$ cat src/rtl/harmonic_scheduler.sv
// Harmonic frame sequencer: per tick, sums N datapath samples into one saturated 16-bit output.
// Latency per harmonic: ready wait + SETTLE_CYCLES + 2 (+1 with HARMONIC_LEVEL_EN); ticks while busy are dropped and flagged on o_Overrun.
// Optional macro HARMONIC_LEVEL_EN adds odd/even harmonic level scaling.
module harmonic_scheduler #(
  parameter logic [7:0] MAX_HARMONICS = 8'd255,
  parameter int         SETTLE_CYCLES = 2,
  parameter int         ACC_WIDTH     = 24,
  parameter int         OUT_SHIFT     = 4
) (
  input  logic        i_Clock,
  input  logic        i_Reset,
  input  logic        i_Sample_Tick,
  input  logic [7:0]  i_Harmonic_Count,
  input  logic        i_Sample_Ready,
  input  logic [15:0] i_Sample_Value,
  input  logic        i_Freq_Too_High,
`ifdef HARMONIC_LEVEL_EN
  input  logic [7:0]  i_Odd_Level,
  input  logic [7:0]  i_Even_Level,
`endif
  output logic [7:0]  o_Harmonic,
  output logic        o_Next_Sample,
  output logic [15:0] o_Sample,
  output logic        o_Sample_Valid,
  output logic        o_Busy,
  output logic        o_Overrun
);

  localparam logic [2:0] S_IDLE    = 3'd0;
  localparam logic [2:0] S_WAIT    = 3'd1;
  localparam logic [2:0] S_SETTLE  = 3'd2;
  localparam logic [2:0] S_CAPTURE = 3'd3;
`ifdef HARMONIC_LEVEL_EN
  localparam logic [2:0] S_MULT    = 3'd4;
`endif
  localparam logic [2:0] S_ADVANCE = 3'd5;
  localparam logic [2:0] S_FINISH  = 3'd6;

  localparam logic [2:0] SETTLE_LOAD = 3'(SETTLE_CYCLES - 1);
  localparam logic signed [ACC_WIDTH-1:0] SAT_MAX = ACC_WIDTH'(32767);
  localparam logic signed [ACC_WIDTH-1:0] SAT_MIN = ACC_WIDTH'(-32768);

  logic [2:0]                  r_state;
  logic [2:0]                  r_settle;
  logic [7:0]                  r_count;
  logic [7:0]                  r_harmonic;
  logic signed [ACC_WIDTH-1:0] r_acc;
  logic                        r_next;
  logic [15:0]                 r_sample;
  logic                        r_valid;
  logic                        r_overrun;

  logic [7:0]                  w_count_min1;
  logic [8:0]                  w_count_diff;
  logic [7:0]                  w_count;
  logic                        w_last;
  logic signed [ACC_WIDTH-1:0] w_sext;
  logic signed [ACC_WIDTH-1:0] w_shift;
  logic [15:0]                 w_sat;

  assign w_count_min1 = (i_Harmonic_Count == 8'd0) ? 8'd1 : i_Harmonic_Count;
  assign w_count_diff = {1'b0, MAX_HARMONICS} - {1'b0, w_count_min1};
  assign w_count      = w_count_diff[8] ? MAX_HARMONICS : w_count_min1;
  assign w_last       = (r_harmonic == (r_count - 8'd1));
  assign w_sext       = {{(ACC_WIDTH-16){i_Sample_Value[15]}}, i_Sample_Value};
  assign w_shift      = r_acc >>> OUT_SHIFT;
  assign w_sat        = (w_shift > SAT_MAX) ? 16'h7FFF :
                        (w_shift < SAT_MIN) ? 16'h8000 : w_shift[15:0];

`ifdef HARMONIC_LEVEL_EN
  logic [7:0]                  w_level;
  logic signed [ACC_WIDTH-1:0] w_level_ext;
  logic signed [ACC_WIDTH-1:0] w_prod;
  logic signed [ACC_WIDTH-1:0] w_term;
  logic signed [ACC_WIDTH-1:0] r_term;

  // Index k carries harmonic number k+1, so even k selects the odd level.
  assign w_level     = r_harmonic[0] ? i_Even_Level : i_Odd_Level;
  assign w_level_ext = {{(ACC_WIDTH-8){1'b0}}, w_level};
  assign w_prod      = w_sext * w_level_ext;
  assign w_term      = (r_harmonic == 8'd0) ? w_sext : (w_prod >>> 8);
`endif

  always_ff @(posedge i_Clock) begin
    if (i_Reset) begin
      r_state    <= S_IDLE;
      r_settle   <= 3'd0;
      r_count    <= 8'd1;
      r_harmonic <= 8'd0;
      r_acc      <= '0;
      r_next     <= 1'b0;
      r_sample   <= 16'd0;
      r_valid    <= 1'b0;
      r_overrun  <= 1'b0;
`ifdef HARMONIC_LEVEL_EN
      r_term     <= '0;
`endif
    end else begin
      r_next    <= 1'b0;
      r_valid   <= 1'b0;
      r_overrun <= i_Sample_Tick && (r_state != S_IDLE);
      case (r_state)
        S_IDLE: begin
          if (i_Sample_Tick) begin
            r_count    <= w_count;
            r_acc      <= '0;
            r_harmonic <= 8'd0;
            r_state    <= S_WAIT;
          end
        end
        S_WAIT: begin
          if (i_Sample_Ready) begin
            r_settle <= SETTLE_LOAD;
            r_state  <= S_SETTLE;
          end
        end
        S_SETTLE: begin
          if (r_settle == 3'd0) r_state <= S_CAPTURE;
          else                  r_settle <= r_settle - 3'd1;
        end
        S_CAPTURE: begin
          if (i_Freq_Too_High) begin
            r_harmonic <= 8'd0;
            r_next     <= 1'b1;
            r_sample   <= w_sat;
            r_valid    <= 1'b1;
            r_state    <= S_FINISH;
          end else begin
`ifdef HARMONIC_LEVEL_EN
            r_term  <= w_term;
            r_state <= S_MULT;
`else
            // Outputs change on entry so ADVANCE presents the new index with its pulse.
            r_acc      <= r_acc + w_sext;
            r_harmonic <= w_last ? 8'd0 : r_harmonic + 8'd1;
            r_next     <= !w_last;
            r_state    <= S_ADVANCE;
`endif
          end
        end
`ifdef HARMONIC_LEVEL_EN
        S_MULT: begin
          r_acc      <= r_acc + r_term;
          r_harmonic <= w_last ? 8'd0 : r_harmonic + 8'd1;
          r_next     <= !w_last;
          r_state    <= S_ADVANCE;
        end
`endif
        S_ADVANCE: begin
          if (r_next) begin
            r_state <= S_WAIT;
          end else begin
            r_next   <= 1'b1;
            r_sample <= w_sat;
            r_valid  <= 1'b1;
            r_state  <= S_FINISH;
          end
        end
        S_FINISH: r_state <= S_IDLE;
        default:  r_state <= S_IDLE;
      endcase
    end
  end

  assign o_Harmonic     = r_harmonic;
  assign o_Next_Sample  = r_next;
  assign o_Sample       = r_sample;
  assign o_Sample_Valid = r_valid;
  assign o_Busy         = (r_state != S_IDLE);
  assign o_Overrun      = r_overrun;

endmodule

$ cat config.mk
export PLATFORM = sky130hd
export DESIGN_NAME = harmonic_scheduler
export DESIGN_NICKNAME = d
export VERILOG_FILES = /design/src/rtl/harmonic_scheduler.sv
export SDC_FILE = /design/constraint.sdc
export NUM_CORES = 1
export LEC_CHECK = 0
export CELL_PAD_IN_SITES_DETAIL_PLACEMENT = 1
export CELL_PAD_IN_SITES_GLOBAL_PLACEMENT = 1
export CORE_ASPECT_RATIO = 1.1
export CORE_UTILIZATION = 43
export DETAILED_ROUTE_END_ITERATION = 7
export PLACE_DENSITY = 0.9
export SYNTH_ARGS = -nofsm -noshare
export SYNTH_HDL_FRONTEND = slang
export SYNTH_SLANG_ARGS = --single-unit
$ cat constraint.sdc
create_clock -name i_Clock -period 6 [get_ports i_Clock]
set_clock_uncertainty 0.1 [all_clocks]
set_input_delay 1.2 -clock i_Clock [delete_from_list [all_inputs] [get_ports i_Clock]]
set_output_delay 1.2 -clock i_Clock [all_outputs]
set_load 0.02 [all_outputs]
==> results.sh <==
export IMPL_outcome="finished clean"
export IMPL_worst_hold_path_depth=2
export IMPL_grt_ovfl_total=0
export IMPL_start_kind="input pin"
export IMPL_routed_wl_um=11300
export IMPL_final_instance_count_excl_fill=653
export IMPL_maximum_number_of_pins_on_one_net_before_global_route_repair=42
export IMPL_post_cts_repair_setup_buffers=0
export IMPL_cts_tree="yes"
export IMPL_hold_path_class="register to register"
export IMPL_synth_async_sr_flop_share=0
export IMPL_period_minus_slack_ns=3.82
export IMPL_timing_setup_tns_ns=0
export IMPL_core_um2=8540
export IMPL_synth_top_cell_area_share=0.337
export IMPL_placed_cells_incl_taps=637
export IMPL_layout_cells_most_common="sky130_fd_sc_hd__nand2_1"
export IMPL_drive_gt1_frac=0.0517
export IMPL_global_router_s_overall_resource_usage=0.259
export IMPL_cts_buffer_depth=2
export IMPL_cellLeakagePower_uw=0.00184
export IMPL_post_route_drc_count=0
export IMPL_die_area_um2=9370
export IMPL_mappedNetlistNets=543
export IMPL_synth_enable_flop_cells=0
export IMPL_postSynthAreaPerCell_um2=7.95
export IMPL_setup_viol_count_final=0
export IMPL_worst_path_max_fanout=4
export IMPL_summed_area_of_non_filler_cells_in_the_final_layout_um2=4700
export IMPL_timing_max_cap_violations=0
export IMPL_layout_area_overhead_vs_synth_pct=21.6
export IMPL_cp_required_ns=6.11
export IMPL_criticalPathCategory="input pin to register"
export IMPL_ys_seq_elements=65
export IMPL_power_per_cell_area_nw_per_um2=220
export IMPL_first_iter_violations=136
export IMPL_dp_hpwl_um=8080
export IMPL_antenna_found_initial=0
export IMPL_clk_transition_reported_paths_ns=0.07
export IMPL_most_common_layout_cells="74 x sky130_fd_sc_hd__nand2_1, 65 x sky130_fd_sc_hd__dfxtp_1, 56 x sky130_fd_sc_hd__clkdlybuf4s50_1, 54 x sky130_fd_sc_hd__a21oi_1, 45 x sky130_fd_sc_hd__o21ai_0"
export IMPL_floorplan_initialDensity=0.453
export IMPL_worstSetupEndpointType="register"
export IMPL_drt_wirelength_per_cell_um=17.3
export IMPL_gpl_final_weighted_congestion=0.871
export IMPL_placement_io_buffers=56
export IMPL_clock_sink_count=65
export IMPL_numCtsBuffers=9
export IMPL_tightestPinTransition_ns=1.10
export IMPL_hold_viol=0
export IMPL_cts_root_buffer_cell="sky130_fd_sc_hd__clkbuf_8"
export IMPL_top_level_ports=57
export IMPL_rows=35
export IMPL_synth_seq_area_share=0.337
export IMPL_first_pass_grt_wire_length_um=18900
export IMPL_die_width_um=92.4
export IMPL_setup_repair_after_global_routing_missed_its_margin="false"
export IMPL_critical_path_arrival_ns=3.93
export IMPL_final_antenna_net_count=0
export IMPL_post_cts_resized=0
export IMPL_synth_flop_cell="sky130_fd_sc_hd__dfxtp_1"
export IMPL_die_h_um=101
export IMPL_detail_route_vias_per_cell=5.70
export IMPL_achievable_frequency_ghz=0.262
export IMPL_ir_drop_mv=0.113
export IMPL_final_min_period_over_clock_period=0.637
export IMPL_yosysUniqueCellTypes=59
export IMPL_yosysTopAreaCell="sky130_fd_sc_hd__dfxtp_1"
export IMPL_clock_insertion_delay_worst_skew_ns=0.35
export IMPL_synthesis_instances=486
export IMPL_synth_yosys_warnings=0
export IMPL_yosys_top_cells_area="sky130_fd_sc_hd__dfxtp_1 34%, sky130_fd_sc_hd__ha_1 8.7%, sky130_fd_sc_hd__nand2_1 7.2%, sky130_fd_sc_hd__a21oi_1 7.0%, sky130_fd_sc_hd__o21ai_0 5.8%"
export IMPL_ctsHtreeMaxLevel=3
export IMPL_syn_cell_area_um2=3860
export IMPL_ff2ff_path_depth=11
export IMPL_overall_power_uw=1030
export IMPL_insertedDiodeCount=0
export IMPL_slew_limit_headroom=0.263
export IMPL_finalNetCount=594
export IMPL_hold_buffer_count_at_cts=0
export IMPL_via_count=3721
export IMPL_firstDrtPassIters=4
export IMPL_area_of_placed_instances_um2=4490
export IMPL_grt_pass1_vias=3958
export IMPL_timing_max_transition_violations_final=0
## cell usage after synthesis, types with 10 or more instances
library cell               number
sky130_fd_sc_hd__a21oi_1       54
sky130_fd_sc_hd__clkbuf_1      13
sky130_fd_sc_hd__dfxtp_1       65
sky130_fd_sc_hd__ha_1          27
sky130_fd_sc_hd__inv_1         19
sky130_fd_sc_hd__nand2_1       74
sky130_fd_sc_hd__nand3_1       10
sky130_fd_sc_hd__nor2_1        30
sky130_fd_sc_hd__nor3_1        14
sky130_fd_sc_hd__o21ai_0       45
sky130_fd_sc_hd__xnor2_1       15
sky130_fd_sc_hd__xor2_1        19
## cell families (layout without fill, tap and decap cells)
kind of cell / count (synthesis) / count (layout) / synth area share
xor+xnor: 34 / 34 / 0.0770
mux: 2 / 2 / 0.00518
flops: 65 / 65 / 0.337
fa+ha+maj: 28 / 28 / 0.0926
buf+inv: 39 / 95 / 0.0443
compound gates: 152 / 152 / 0.247
simple gates: 166 / 166 / 0.197
## critical path, cell delays in order
cell and delay [ns]:
sky130_fd_sc_hd__clkdlybuf4s50_1 0.46, sky130_fd_sc_hd__ha_1 0.21, sky130_fd_sc_hd__inv_1 0.07, sky130_fd_sc_hd__fa_1 0.40
sky130_fd_sc_hd__nor2b_1 0.18, sky130_fd_sc_hd__o2111ai_1 0.15, sky130_fd_sc_hd__a211oi_1 0.33, sky130_fd_sc_hd__o21ai_1 0.19
sky130_fd_sc_hd__or4_1 0.42, sky130_fd_sc_hd__nand3_1 0.10, sky130_fd_sc_hd__xnor2_1 0.12, sky130_fd_sc_hd__o21ai_1 0.09
## area by class of cell
| cell class | count | area [µm²] |
|---|---|---|
| fillers | 1045 | 3840 |
| flip-flops and latches | 65 | 1300 |
| repair buffers | 59 | 583 |
| clock inverters | 2 | 35.0 |
| clock buffers | 14 | 173 |
| inverters | 20 | 75.1 |
| multi-input cells | 382 | 2390 |
| well taps | 111 | 139 |
## state kept, by name, indices dropped and copies added (netlist names)
name / count
r_acc: 24
o_Sample: 16
o_Harmonic: 8
r_count: 8
r_settle: 3
r_state: 3
o_Next_Sample: 1
o_Overrun: 1
o_Sample_Valid: 1
## stage by stage
| step | util | setup WS, ns | hold slack, ns |
|---|---|---|---|
| 2_1_floorplan | - | 2.62 | 0.328 |
| 3_3_place_gp | 0.526 | 1.96 | 0.342 |
| 3_5_place_dp | 0.526 | 1.83 | 0.344 |
| 4_1_cts | 0.550 | 2.19 | 0.357 |
| 5_1_grt | 0.550 | 2.01 | 0.380 |
| 6_report | 0.550 | 2.18 | 0.353 |
## worst paths after layout
kind | from | endpoint | slack (ns)
setup / recovery | i_Sample_Value[0] | r_acc[22]$_SDFFE_PP0P_ | 2.18
setup reg to reg | r_acc[0]$_SDFFE_PP0P_ | r_acc[22]$_SDFFE_PP0P_ | 3.12
hold reg to reg | o_Sample[13]$_SDFFE_PP0P_ | o_Sample[13]$_SDFFE_PP0P_ | 0.35
hold / removal | o_Sample[13]$_SDFFE_PP0P_ | o_Sample[13]$_SDFFE_PP0P_ | 0.35
## power breakdown
part,switching (µW),leakage (µW),internal [µW]
logic,99.1,0.00121,71.3
clock network,174,0.000107,226
registers,17.5,0.000526,445
## layer usage
layer / track usage / routed length [µm] / vias up
li1: - / - / 1822
met1: 0.273 / 4670 / 1796
met2: 0.496 / 5890 / 80
met3: 0.0368 / 413 / 23
met4: 0.136 / 311 / 0
met5: 0 / 0 / -
(Power assumes the default switching activity.)
